File: config.mk
export PLATFORM = sky130hd
export DESIGN_NAME = ro_uart_framer
export DESIGN_NICKNAME = d
export VERILOG_FILES = /design/src/rtl/ro_uart_framer.sv
export SDC_FILE = /design/constraint.sdc
export NUM_CORES = 1
export LEC_CHECK = 0
export ABC_AREA = 1
export ABC_CLOCK_PERIOD_IN_PS = 4050
export CORE_AREA = 2 2 81 102
export CTS_CLUSTER_DIAMETER = 100
export DETAILED_ROUTE_END_ITERATION = 7
export DIE_AREA = 0 0 83 104
export MAX_ROUTING_LAYER = met4
export SYNTH_ARGS = -nofsm -noshare
export SYNTH_HDL_FRONTEND = slang
export SYNTH_SLANG_ARGS = --single-unit
File: constraint.sdc
create_clock -name clk -period 4.05 [get_ports clk]
set_input_delay 0.405 -clock clk [delete_from_list [all_inputs] [get_ports clk]]
set_output_delay 0.405 -clock clk [all_outputs]
set_load 0.005 [all_outputs]
File: src/rtl/ro_uart_framer.sv
// Ring-oscillator sample framer: 6-byte 8N1 UART frame per accepted sample.
// Frame: A5, d[31:24], d[23:16], d[15:8], d[7:0], xor of the four data bytes.
module ro_uart_framer #(
  parameter int CLK_DIV = 868
) (
  input  logic        clk,
  input  logic        rst,
  input  logic        sample_valid,
  input  logic [31:0] sample_data,
  output logic        sample_ready,
  output logic        txd,
  output logic        busy,
  output logic        frame_sent
);

  localparam int BW = (CLK_DIV > 1) ? $clog2(CLK_DIV) : 1;
  localparam logic [BW-1:0] BMAX = BW'(CLK_DIV - 1);

  typedef enum logic [1:0] {
    IDLE,
    START,
    DATA,
    STOP
  } state_t;

  state_t      state;
  logic [BW-1:0] baud;
  logic [2:0]  bit_idx;
  logic [2:0]  byte_idx;
  logic [31:0] data;
  logic [7:0]  cur;
  logic [7:0]  chk;
  logic [2:0]  bit_nxt;
  logic        tick;

  assign chk = data[31:24] ^ data[23:16] ^ data[15:8] ^ data[7:0];
  assign tick = (baud == BMAX);
  assign bit_nxt = bit_idx + 3'd1;

  always_comb begin
    cur = 8'hA5;
    unique case (byte_idx)
      3'd1:    cur = data[31:24];
      3'd2:    cur = data[23:16];
      3'd3:    cur = data[15:8];
      3'd4:    cur = data[7:0];
      3'd5:    cur = chk;
      default: cur = 8'hA5;
    endcase
  end

  // txd is loaded one edge ahead with the level of the bit about to start
  always_ff @(posedge clk or negedge rst) begin
    if (!rst) begin
      state        <= IDLE;
      baud         <= '0;
      bit_idx      <= '0;
      byte_idx     <= '0;
      data         <= '0;
      txd          <= 1'b1;
      sample_ready <= 1'b0;
      busy         <= 1'b0;
      frame_sent   <= 1'b0;
    end else begin
      frame_sent <= 1'b0;
      unique case (state)
        IDLE: begin
          txd          <= 1'b1;
          busy         <= 1'b0;
          sample_ready <= 1'b1;
          if (sample_valid && sample_ready) begin
            data         <= sample_data;
            byte_idx     <= '0;
            baud         <= '0;
            txd          <= 1'b0;
            busy         <= 1'b1;
            sample_ready <= 1'b0;
            state        <= START;
          end
        end
        START: begin
          if (tick) begin
            baud    <= '0;
            bit_idx <= '0;
            txd     <= cur[0];
            state   <= DATA;
          end else begin
            baud <= baud + 1'b1;
          end
        end
        DATA: begin
          if (tick) begin
            baud <= '0;
            if (bit_idx == 3'd7) begin
              txd   <= 1'b1;
              state <= STOP;
            end else begin
              bit_idx <= bit_nxt;
              txd     <= cur[bit_nxt];
            end
          end else begin
            baud <= baud + 1'b1;
          end
        end
        STOP: begin
          if (tick) begin
            baud <= '0;
            if (byte_idx < 3'd5) begin
              byte_idx <= byte_idx + 3'd1;
              txd      <= 1'b0;
              state    <= START;
            end else begin
              byte_idx     <= '0;
              busy         <= 1'b0;
              sample_ready <= 1'b1;
              frame_sent   <= 1'b1;
              state        <= IDLE;
            end
          end else begin
            baud <= baud + 1'b1;
          end
        end
        default: state <= IDLE;
      endcase
    end
  end

endmodule
==> summary by stage, run 1 <==
Route
The top layer used by detailed routing is met4. For this run, the detailed router's first-pass iteration total came to 4. Summed over all layers, the routed wires come to between 7000 and 8000 microns.

For this run, design rule violations remaining after detail routing come to 0. Once detail routing completed, the nets flagged for antenna violations numbered 0. Wire segments on met2 add up to 3790 microns in the final route. Across all layers, the routed design uses 2,870 vias. The via count normalized by instance count is 4.90. The average wire length per cell after detail routing is 12.1 microns. The met1 routed wirelength after detailed routing is 3040 microns.

The routed wire length on met3 is between 150 and 200 microns. The initial detailed-routing violation count is 164.

STA
Dividing the final minimum period by the clock period gives 0.524. The final hold violation count is 0. The max-slew violation total from the final report was 0. In the post-route analysis, the smallest setup slack over all paths is 1.93 ns. Across all hold checks on the routed design, the worst slack comes to 0.214 ns. Timing would allow up to roughly 0.47 GHz.

Setup repair after global routing left no endpoint under its margin. Measured against its own limit, the worst slew margin works out to 0.327. For the pin with the worst max-slew slack, the measured transition is 1.01 ns.

For the final database, setup skew stands at 0.00245 ns. The setup violation total in the final timing report is 0. The minimum clock period is roughly 2.1 ns.

The post-route setup TNS is 0 ns.

CTS
Counting along the longest clock path gives a buffer depth of 2. The TritonCTS clock tree is yes. The clock network latency to the later pin of the worst-skew pair is 0.30 ns.

The number of gates resized after CTS was 0. The buffers inserted during post-CTS setup optimization is 0. The cell sitting at the root of the clock tree is a sky130_fd_sc_hd__clkbuf_8. The post-cts hold buffer count is 0. After clock tree synthesis, the clock-pin slew on the worst setup and hold paths is 0.09 ns.

Clock tree synthesis found a total of 54 sinks. TritonCTS created 5 clock buffers. The number of H-tree levels is 2.

Layout
The final-layout fill cell count is 781. The layout overhead on the synthesized area is 16.2%. Once layout is complete, the utilization of the core stands at 0.504. The number of antenna diodes in the final layout is 0. In the final layout, the share of cells above drive strength 1 is 0.0855. Summing all multi-input logic gate instances after layout gives 1700 sq um. For this run, the post-layout net count is 539. In the final layout, flip-flops and latches occupy around 1400 sq um.

Logic synthesis
Summed over all instances, the cell type with the most area after synthesis is sky130_fd_sc_hd__dfrtp_1. The post-synthesis net count is 501. The synthesized design contains 0 enable-type register cells. The most used flip-flop cell after synthesis is sky130_fd_sc_hd__dfrtp_1. In the synthesized netlist the async set-or-reset flop fraction comes to 1.00. The mean cell area of the mapped netlist is 7.37 sq um. By instance count, the leading cell after synthesis is sky130_fd_sc_hd__nand2_1. Counting instances in the post-synthesis netlist gives the leading cell types as sky130_fd_sc_hd__nand2_1, sky130_fd_sc_hd__inv_1, sky130_fd_sc_hd__dfrtp_1. Yosys printed 0 warnings. Synthesis produced 453 cells. Of the synthesized area, sequential elements account for 0.405. The cell area after technology mapping is 3340 sq um.

The share of the synthesized area in the top cell type is 0.397. In this run, distinct cell masters in the synthesized netlist total 40. Counting flops and latches in the post-synthesis netlist gives 54. Sorting the synthesized cells by area gives the leading types as sky130_fd_sc_hd__dfrtp_1, sky130_fd_sc_hd__nand2_1, sky130_fd_sc_hd__inv_1.

Global route
Across every metal layer, demand over resource in global routing totals 0.183. The initial antenna violation count is 0. Entering global routing, the biggest net connects 59 pins.

The via count of the first global-routing pass is 2,928. The residual overflow from global routing is 0. The first global-routing pass estimated 13,000 microns of wire.

Pwr
In this run the power density over the cells is 224 nW/um^2. The worst-case IR drop observed on VDD is 0.000121 V. The analysis attributes to cell leakage a power of 2.02 nW.

Critical path
The critical-path maximum fanout is 9. Data arrives at the worst endpoint at 2.38 ns. The endpoint kind of the worst setup timing path is a register. The required time at the endpoint of the critical path is 4.30 ns.

The worst setup path is of the reg2reg kind. The kind of start point of the critical path is a register.

Placed design
After legalization and detailed placement, the total HPWL measured 5320 microns. The count of input and output buffers is 38. OpenSTA, run right after detailed placement, puts the worst setup slack at around 1.8 ns. The global placer's final weighted congestion is 0.821.

Floorplanning
Pin placement for this block handled 39 I/O pins. After floorplanning, the core was divided into 36 placement rows. The floorplan die height is 104 microns. The placeable core area is 7700 sq um. The die covers 8630 sq um. The x dimension of the die is 83 microns. The starting utilization of the core area is 0.434.

Job
The count of maximum capacitance violations is 0.

Outcome
The flow ran to the end, and the final reports show no timing, DRC or antenna violations.

Worst hold path
The path class of the lowest-slack min-delay path is in2async.
[per-layer routing]
metal  GRT usage  up-vias
li1            -     1497
met1       0.210     1325
met2       0.333       40
met3      0.0230        8
met4      0.0539        0
met5           -        -
[state kept, by name, summed over array words and instances (netlist names)]
register / cells
state: 2
baud: 10
busy: 1
byte_idx: 3
txd: 1
bit_idx: 3
data: 32
sample_ready: 1
frame_sent: 1
[cell families after synthesis]
group	count (synthesis)	synth area share
and+or+nand+nor	231	0.296
buffers and inverters	75	0.0881
muxes	6	0.0202
DFF	54	0.405
AOI/OAI and AO/OA	64	0.116
adders and majority gates	13	0.0487
xor gates and xnor gates	10	0.0262
[worst max-delay path, cell delays in order (launching register included)]
cell,delay [ns]
sky130_fd_sc_hd__dfrtp_1,0.66
sky130_fd_sc_hd__inv_4,0.12
sky130_fd_sc_hd__ha_1,0.37
sky130_fd_sc_hd__nor2_1,0.18
sky130_fd_sc_hd__nand3_2,0.12
sky130_fd_sc_hd__nand2_1,0.10
sky130_fd_sc_hd__nor2_1,0.05
sky130_fd_sc_hd__nand2_1,0.05
sky130_fd_sc_hd__nand3_1,0.06
sky130_fd_sc_hd__nand3_1,0.09
sky130_fd_sc_hd__nand3_1,0.10
sky130_fd_sc_hd__nand2_1,0.07
sky130_fd_sc_hd__nand2_1,0.05
sky130_fd_sc_hd__nand2_1,0.05
[cell type report]
class,instances,share of cell area
Multi-Input combinational cell,324,0.437
Sequential cell,54,0.349
Timing Repair Buffer,39,0.0987
Inverter,67,0.0655
Tap cell,95,0.0306
Clock buffer,7,0.0197
[cells in the final DEF (no fill, tap or decap), types with 6 or more instances in the layout]
cell type | Yosys | layout
sky130_fd_sc_hd__mux2_2 | 6 | 6
sky130_fd_sc_hd__inv_2 | 7 | 7
sky130_fd_sc_hd__ha_1 | 13 | 13
sky130_fd_sc_hd__inv_1 | 58 | 58
sky130_fd_sc_hd__dfrtp_1 | 53 | 53
sky130_fd_sc_hd__nand2_1 | 140 | 139
sky130_fd_sc_hd__o21ai_0 | 7 | 7
sky130_fd_sc_hd__a21oi_1 | 36 | 36
sky130_fd_sc_hd__nand3_1 | 29 | 29
sky130_fd_sc_hd__clkdlybuf4s50_1 | 0 | 37
sky130_fd_sc_hd__nor2_1 | 46 | 46
sky130_fd_sc_hd__xor2_1 | 7 | 7
[final timing paths]
path	startpoint	slack (ns)	endpoint	cells after the start
max in group asynchronous	rst	3.35	baud[0]	2
setup / recovery	byte_idx[2]	1.93	txd	13
setup reg to reg	byte_idx[2]	1.93	txd	13
hold / removal	rst	0.21	baud[7]	2
min in group clk	txd	0.48	txd	2
hold reg to reg	txd	0.48	txd	2
[through the flow]
| step | cells | power, mW | instance area, sq um |
|---|---|---|---|
| after floorplan | 453 | 0.550 | 3340 |
| after global placement | 579 | 0.595 | 3800 |
| after detailed placement | 579 | 0.595 | 3800 |
| after CTS | 586 | 0.886 | 3880 |
| after global routing | 586 | 0.908 | 3880 |
| final | 586 | 0.870 | 3880 |
[where the power goes]
| group | internal (mW) | total (mW) | switching [mW] |
|---|---|---|---|
| Combinational | 0.0287 | 0.0443 | 0.0155 |
| Clock | 0.120 | 0.287 | 0.168 |
| Sequential | 0.539 | 0.539 | 0 |
| Total | 0.687 | 0.870 | 0.183 |
(Power assumes the default switching activity.)
==> run 2: changes to the inputs <==
- ABC_CLOCK_PERIOD_IN_PS: 4050 -> 1950
- PLACE_DENSITY: unset -> 0.67
- clock period: 4.05 -> 1.95 ns (I/O delays scaled with it)
==> run 2 against run 1 <==
  * Register-to-register slack got worse by 1.8 ns
  * Routed wire length rose by 3.3%
  * Total power rose by 130%
  * Combinational power rose by 120%
  * Non-clock buffer count rose by 7
  * Worst setup slack got worse by 1.8 ns
  * Utilization rose by 2.4 points
  * Sequential power rose by 110%
  * Critical path type unchanged
  * Largest power group unchanged
==> summary by stage, run 2 (synthesis results as in run 1) <==
Outcome
The flow ran to the end, and the final reports show no timing, DRC or antenna violations.

Route
For this run, design rule violations remaining after detail routing come to 0. After detailed routing, the average wire length per cell comes to 12.3 microns. The via count normalized by instance count is 4.94. The initial detailed-routing violation count is about 190. Across all layers, the routed design uses 2,935 vias. The pre-antenna-repair detailed-routing pass consisted of 4 iterations.

The count of nets left with antenna violations once routing finished came out at 0. Summed over all layers, the routed wires come to 7320 microns.

Layout
Counting the fill cells in the layout gives 722. The top register by number of flip-flops is data. The layout net count is 546. The share of final-layout standard cells stronger than drive strength 1 is 0.128.

At the end of the flow the core is filled with cells to 0.527. The layout overhead on the synthesized area is 21.6%. In the final layout, the registers with the most flip-flops are data (32), baud (10). With fillers left out, the area of the finished cells amounts to 4060 sq um.

0 antenna diodes ended up in the layout. Leaving out fill and tap cells, the most frequent cell in the layout is sky130_fd_sc_hd__nand2_1. Leaving out filler cells and counting taps, the final layout contains 594.

The library cells used most frequently in the layout, excluding fill and tap cells, are sky130_fd_sc_hd__nand2_1, sky130_fd_sc_hd__inv_1, sky130_fd_sc_hd__dfrtp_1, sky130_fd_sc_hd__nor2_1, sky130_fd_sc_hd__clkdlybuf4s50_1. The flip-flop count of the largest register after layout is 32.

CTS
Counting every sink on the clock net gives 54. The longest clock path from root to sink contains 2 buffers. After clock tree synthesis, the clock-pin slew on the worst setup and hold paths is 0.10 ns. The number of clock buffers added by TritonCTS is 5. CTS placed an instance of sky130_fd_sc_hd__clkbuf_8 at the clock tree root. The number of H-tree levels is 2. TritonCTS built the clock tree. At the later pin of the worst-skew pair, clock insertion delay measures 0.31 ns.

Pwr
The maximum VDD drop is roughly 0.00024 V. After layout, the design draws a total of between 1.5 and 2 mW. For this design the static power due to leakage is approximately 2.1 nW.

The cell area power density is 487 nW/um^2.

STA
Measured against its own limit, the worst slew margin works out to 0.645. The slack of the critical path is 0.121 ns. The minimum clock period is 1.83 ns. The worst hold slack is around 0.38 ns.

On the final layout, the worst clock skew is 0.00834 ns. The share of the clock period used by the worst path after layout is 0.938. The post-route setup TNS is 0 ns. At the pin with the least slew margin, the transition time is about 0.53 ns. Setup violations remaining at the end of the flow were counted as 0.

The max-slew violation total from the final report was 0. Static timing analysis puts the maximum clock frequency at 0.547 GHz. The final hold violation count is 0.

Floorplanning
After floorplanning, the core was sized to cover roughly 7700 sq um. The starting utilization of the core area is 0.434. The floorplan row count is 36.

From left edge to right edge, the die measures 83 microns. The die covers 8630 sq um. The I/O pin total is 39. The die is 104 microns tall.

Critical path
The worst setup path is captured at a register. STA puts the critical path data arrival time at 2.08 ns. STA classifies the critical path startpoint as a register. The master of the slowest instance on the critical path is sky130_fd_sc_hd__dfrtp_2.

The critical-path maximum fanout is 6. The worst setup path is of the reg2reg kind. On the critical path the largest part of the delay comes from simple AND/OR/NAND/NOR gates. Counting both buffers and inverters, the worst setup path holds a total of 1. The required time at the endpoint of the critical path is 2.20 ns. The worst stage delay on the critical path is 0.45 ns.

The most numerous cell type found on the critical path is sky130_fd_sc_hd__nand2_1. Walking the worst path, the cells encountered are ha_2 > ha_4 > buf_4 > a21oi_1 > nand2_1 > nor2_1 > nand2_1 > nand3_1 > nand3_1 > nand3_1 > nand2_1 > nand2_1 > nand2_1.

Job
Max-cap violations in this run came to 0.

Global route
The via count of the first global-routing pass is 3,038. The wire length of the first global-routing pass is 12,900 microns. For this run the aggregate overflow at the end of global routing stands at 0. The initial antenna violation count is 0. Entering global routing, the biggest net connects 49 pins. The global-route total usage across every layer is 0.182.

Placed design
Detailed placement ended at an HPWL of ~5600 microns. The setup slack at placement is 0.109 ns. The number of placed instances with taps included is a little under 600. Input and output buffers added on the ports amount to 38. The placed instances occupy a cell area of between 3000 and 4000 sq um. The congestion estimate from routability-driven global placement came to roughly 0.88.

Worst hold path
The tightest min-delay check is of the in2async type.
-- run 2: worst paths after layout --
kind                                  from       end  slack (ns)  cells after the start
min reg2reg                            txd       txd        0.49                      2
max in group asynchronous              rst       txd        0.94                      3
max reg2reg                    byte_idx[0]       txd        0.12                     13
max                            byte_idx[0]       txd        0.12                     13
min                                    rst   baud[6]        0.38                      2
min in group clk           sample_data[24]  data[24]        0.45                      3
-- run 2: worst reg2reg max path: cells and delay by family, from the launching register on --
| kind | cells | cell delay, ns |
|---|---|---|
| AO/OA/AOI/OAI | 1 | 0.13 |
| buffers and inverters | 1 | 0.17 |
| AND/OR/NAND/NOR | 9 | 0.62 |
| flip-flops | 1 | 0.45 |
| adder cells (fa/ha/maj) | 2 | 0.41 |
-- run 2: cell type report --
cell class | count | area, sq um | share of cell area
Multi-Input combinational cell | 324 | 1760 | 0.432
Sequential cell | 54 | 1360 | 0.334
Timing Repair Buffer | 46 | 463 | 0.114
Inverter | 67 | 258 | 0.0635
Tap cell | 95 | 119 | 0.0293
Clock buffer | 6 | 72.6 | 0.0179
Clock inverter | 2 | 37.5 | 0.00924
-- run 2: report_power, final --
group	switching, mW	total [mW]	leakage (nW)	internal [mW]
Clock	0.379	0.763	0.0514	0.384
Sequential	0	1.12	0.567	1.12
Combinational	0.0327	0.0963	1.44	0.0636
Total	0.412	1.98	2.06	1.57
-- run 2: timing repair --
item	4_1_cts	5_1_grt
hold endpoints to repair	20	0
setup buffers	0	1
resized for setup	0	19
endpoints found under the setup margin	0	1
hold buffers	1	0
-- run 2: metal layers --
metal	global-route usage	vias up	share of wire
li1	-	1510	-
met1	0.202	1364	0.43
met2	0.338	48	0.53
met3	0.0222	13	0.027
met4	0.0539	0	0.018
met5	-	-	0
==> run 3: changes to the inputs <==
==> constraint.sdc (replaced) <==
create_clock -name clk -period 1.95 [get_ports clk]
set_input_delay 0.195 -clock clk [delete_from_list [all_inputs] [get_ports clk]]
set_output_delay 0.195 -clock clk [all_outputs]
set_load 0.1 [all_outputs]
==> run 3 against run 2 <==
  * Final area increased by 0.62%
  * Fmax rose by 3.7%
  * Routed wire length up 0.78%
  * Worst hold slack lost 0.013 ns
==> summary by stage, run 3 (synthesis results as in run 1) <==
Global route
The initial antenna violation count is 0. The first global-routing pass estimated 12,600 microns of wire. The via count of the first global-routing pass was 2,835. For this run, the total global-route usage over all layers was measured as 0.182. Entering global routing, the biggest net connects 55 pins. The routing usage on met1 is 0.208. The met3 usage in global routing is 0.0357. The layer flagged by global routing as most heavily used is met2. The global routing usage on met2 is 0.316.

Global routing finished with a remaining overflow of 0.

Critical path
The endpoint arrival time on the critical path is 2.03 ns. The endpoint kind of the worst setup timing path is a register. The worst register-to-register path ends at txd. The master of the slowest instance on the critical path is sky130_fd_sc_hd__dfrtp_2. The most critical setup path has its endpoint at txd. In this run the worst setup path begins at byte_idx[0].

On the worst path, the slowest cell contributes a delay of between 0.4 and 0.5 ns. Counting buffers and inverters, the worst setup path is 13 cells deep. Of all nets on the critical path, the largest fanout is 8. Walking the worst path, the cells encountered are buf_4 > ha_4 > nand2_1 > clkinvlp_4 > buf_4 > nand3_1 > nand2_1 > nand3_1 > nand3_1 > nand3_1 > nand2_1 > nand2_1 > nand2_1.

The worst-case register-to-register setup slack is 0.19 ns. The kind of critical path is reg2reg. Among cell families on the critical path, the largest total delay comes from simple AND/OR/NAND/NOR gates. The kind of start point of the critical path is a register. The worst register-to-register path begins at byte_idx[0]. The most frequent cell on the critical path is sky130_fd_sc_hd__nand2_1. Counting both buffers and inverters, the worst setup path holds a total of 3. The required time at the endpoint of the critical path is 2.22 ns. For the worst flop-to-flop path, the logic depth is 13.

Layout
In the final layout, the share of cells above drive strength 1 is 0.145. The most frequent standard cell in the layout excluding fill and tap cells is sky130_fd_sc_hd__nand2_1. The register with the most flip-flops in the layout has 32 of them.

The layout overhead on the synthesized area is 22.4%. The repair_antennas step left the layout with diodes totalling 0. The register with the most flip-flops in the final layout is data. The largest registers in the layout are data (32), baud (10). In the layout the commonest cells are sky130_fd_sc_hd__nand2_1, sky130_fd_sc_hd__inv_1, sky130_fd_sc_hd__dfrtp_1, sky130_fd_sc_hd__nor2_1, sky130_fd_sc_hd__a21oi_1. The layout net count is between 500 and 600.

STA
On the final layout, the worst hold slack is 0.365 ns. The post-route setup TNS is 0 ns. The worst path in the final design needs a cycle of 1.76 ns, including I/O delays and setup. The share of the clock period used by the worst path after layout is 0.904. The final hold violation count was 0. The setup violation total in the final timing report is 0. Setup repair after global routing left no endpoint under its margin. For the pin with the worst max-slew slack, the measured transition is 0.306 ns.

The maximum frequency from static timing analysis is 0.567 GHz. In this run the tightest slew margin relative to its limit is 0.794. The max-slew violation total from the final report is 0. Across all setup checks in the final design, the least slack found is 0.187 ns. Across the routed clock network, the largest skew measured is 0.0162 ns.

Job
Max-cap violations in this run came to 0.

Route
The initial detailed-routing violation count is around 160. For this run, the detailed router's first-pass iteration total came to 4. Once detail routing completed, the nets flagged for antenna violations numbered 0. Summed over all layers, the routed wires come to roughly 7400 microns. In the routed layout, each cell is associated on average with a via count of 4.87. Dividing the detail-routed wire length by the instance count gives 12.3 microns.

The remaining routing DRC violations is 0. The routed via count is 2,913.

Floorplanning
The die is 104 microns tall. The area enclosed by the die boundary is 8630 sq um. The I/O pin total is 39. The floorplan step set the die width to between 80 and 90 microns.

After floorplanning, the core was divided into 36 placement rows. The placeable core area is 7700 sq um. The starting utilization of the core area is 0.434.

Placed design
Buffers placed on the I/O ports in this run total 38. The HPWL after detailed placement is about 5500 microns. At the end of routability-driven placement, the weighted congestion stood at 0.906. The setup slack at placement is 0.111 ns.

CTS
For the worst-skew pair, the clock arrives at the later sink with an insertion delay of 0.32 ns. Clock tree synthesis inserted a total of 5 buffers. After clock tree synthesis, the clock-pin slew on the worst setup and hold paths is between 0.1 and 0.15 ns. The number of clock sinks is 54.

The maximum count of clock buffers along a single path is 2. The number of H-tree levels is 2. The TritonCTS clock tree is yes. The cell sitting at the root of the clock tree is a sky130_fd_sc_hd__clkbuf_8.

Pwr
The cell area power density is about 460 nW/um^2. The analysis attributes to cell leakage a power of roughly 2.1 nW. VDD sags by at most 0.000269 V.

Outcome
The flow ran to the end, and the final reports show no timing, DRC or antenna violations.

Worst hold path
The tightest min-delay check is of the in2async type.
-- run 3: cell types whose count changed in the layout (fill, tap and decap cells not counted), sizes merged --
cell,delta
clkdlybuf4s50,-4
bufinv,-1
buf,+8
clkinv,+1
-- run 3: final cells by class --
class                           count  area, sq um
Clock buffer                        6         82.6
Clock inverter                      2         12.5
Fill cell                         754         3620
Inverter                           67          258
Multi-Input combinational cell    324         1770
Sequential cell                    54         1360
Tap cell                           95          119
Timing Repair Buffer               50          487
-- run 3: power breakdown --
part           total (mW)  internal, mW  switching [mW]
combinational      0.0955        0.0638          0.0317
sequential           1.12          1.12               0
clock               0.672         0.286           0.385
total                1.89          1.47           0.417
-- run 3: how the worst min path moves through the flow --
stage | cells after the start | slack [ns] | end
floorplan | 0 | -0.10 | baud[0]
CTS | 3 | 0.40 | baud[9]
global placement | 2 | 0.22 | baud[6]
detailed placement | 2 | 0.21 | baud[6]
finish | 3 | 0.36 | baud[6]
global route | 3 | 0.41 | data[15]
-- run 3: timing repair --
item / 4_1_cts / 5_1_grt
setup endpoints to repair: 0 / 1
hold buffers: 1 / 0
endpoints found under the hold margin: 53 / 0
buffers inserted: 0 / 5
resized for setup: 0 / 21
-- run 3: worst register-to-register path, cell delays in order (launching register included) --
cell	delay [ns]
sky130_fd_sc_hd__dfrtp_2	0.44
sky130_fd_sc_hd__buf_4	0.15
sky130_fd_sc_hd__ha_4	0.17
sky130_fd_sc_hd__nand2_1	0.10
sky130_fd_sc_hd__clkinvlp_4	0.18
sky130_fd_sc_hd__buf_4	0.18
sky130_fd_sc_hd__nand3_1	0.07
sky130_fd_sc_hd__nand2_1	0.05
sky130_fd_sc_hd__nand3_1	0.07
sky130_fd_sc_hd__nand3_1	0.07
sky130_fd_sc_hd__nand3_1	0.08
sky130_fd_sc_hd__nand2_1	0.05
sky130_fd_sc_hd__nand2_1	0.05
sky130_fd_sc_hd__nand2_1	0.04
-- run 3: metal layers --
layer	vias to the layer above	wire (microns)
met4	0	164
met3	15	242
li1	1520	-
met2	59	3810
met5	-	0
met1	1319	3160
-- run 3: through the flow --
stage                     cell area, sq um  instances   util  power, mW
after floorplan                       3340        453      -       1.14
after global placement                3860        584  0.501       1.24
after detailed placement              3860        584  0.501       1.24
after CTS                             3960        593  0.514       1.92
after global routing                  4090        598  0.531       1.97
final                                 4090        598  0.531       1.89
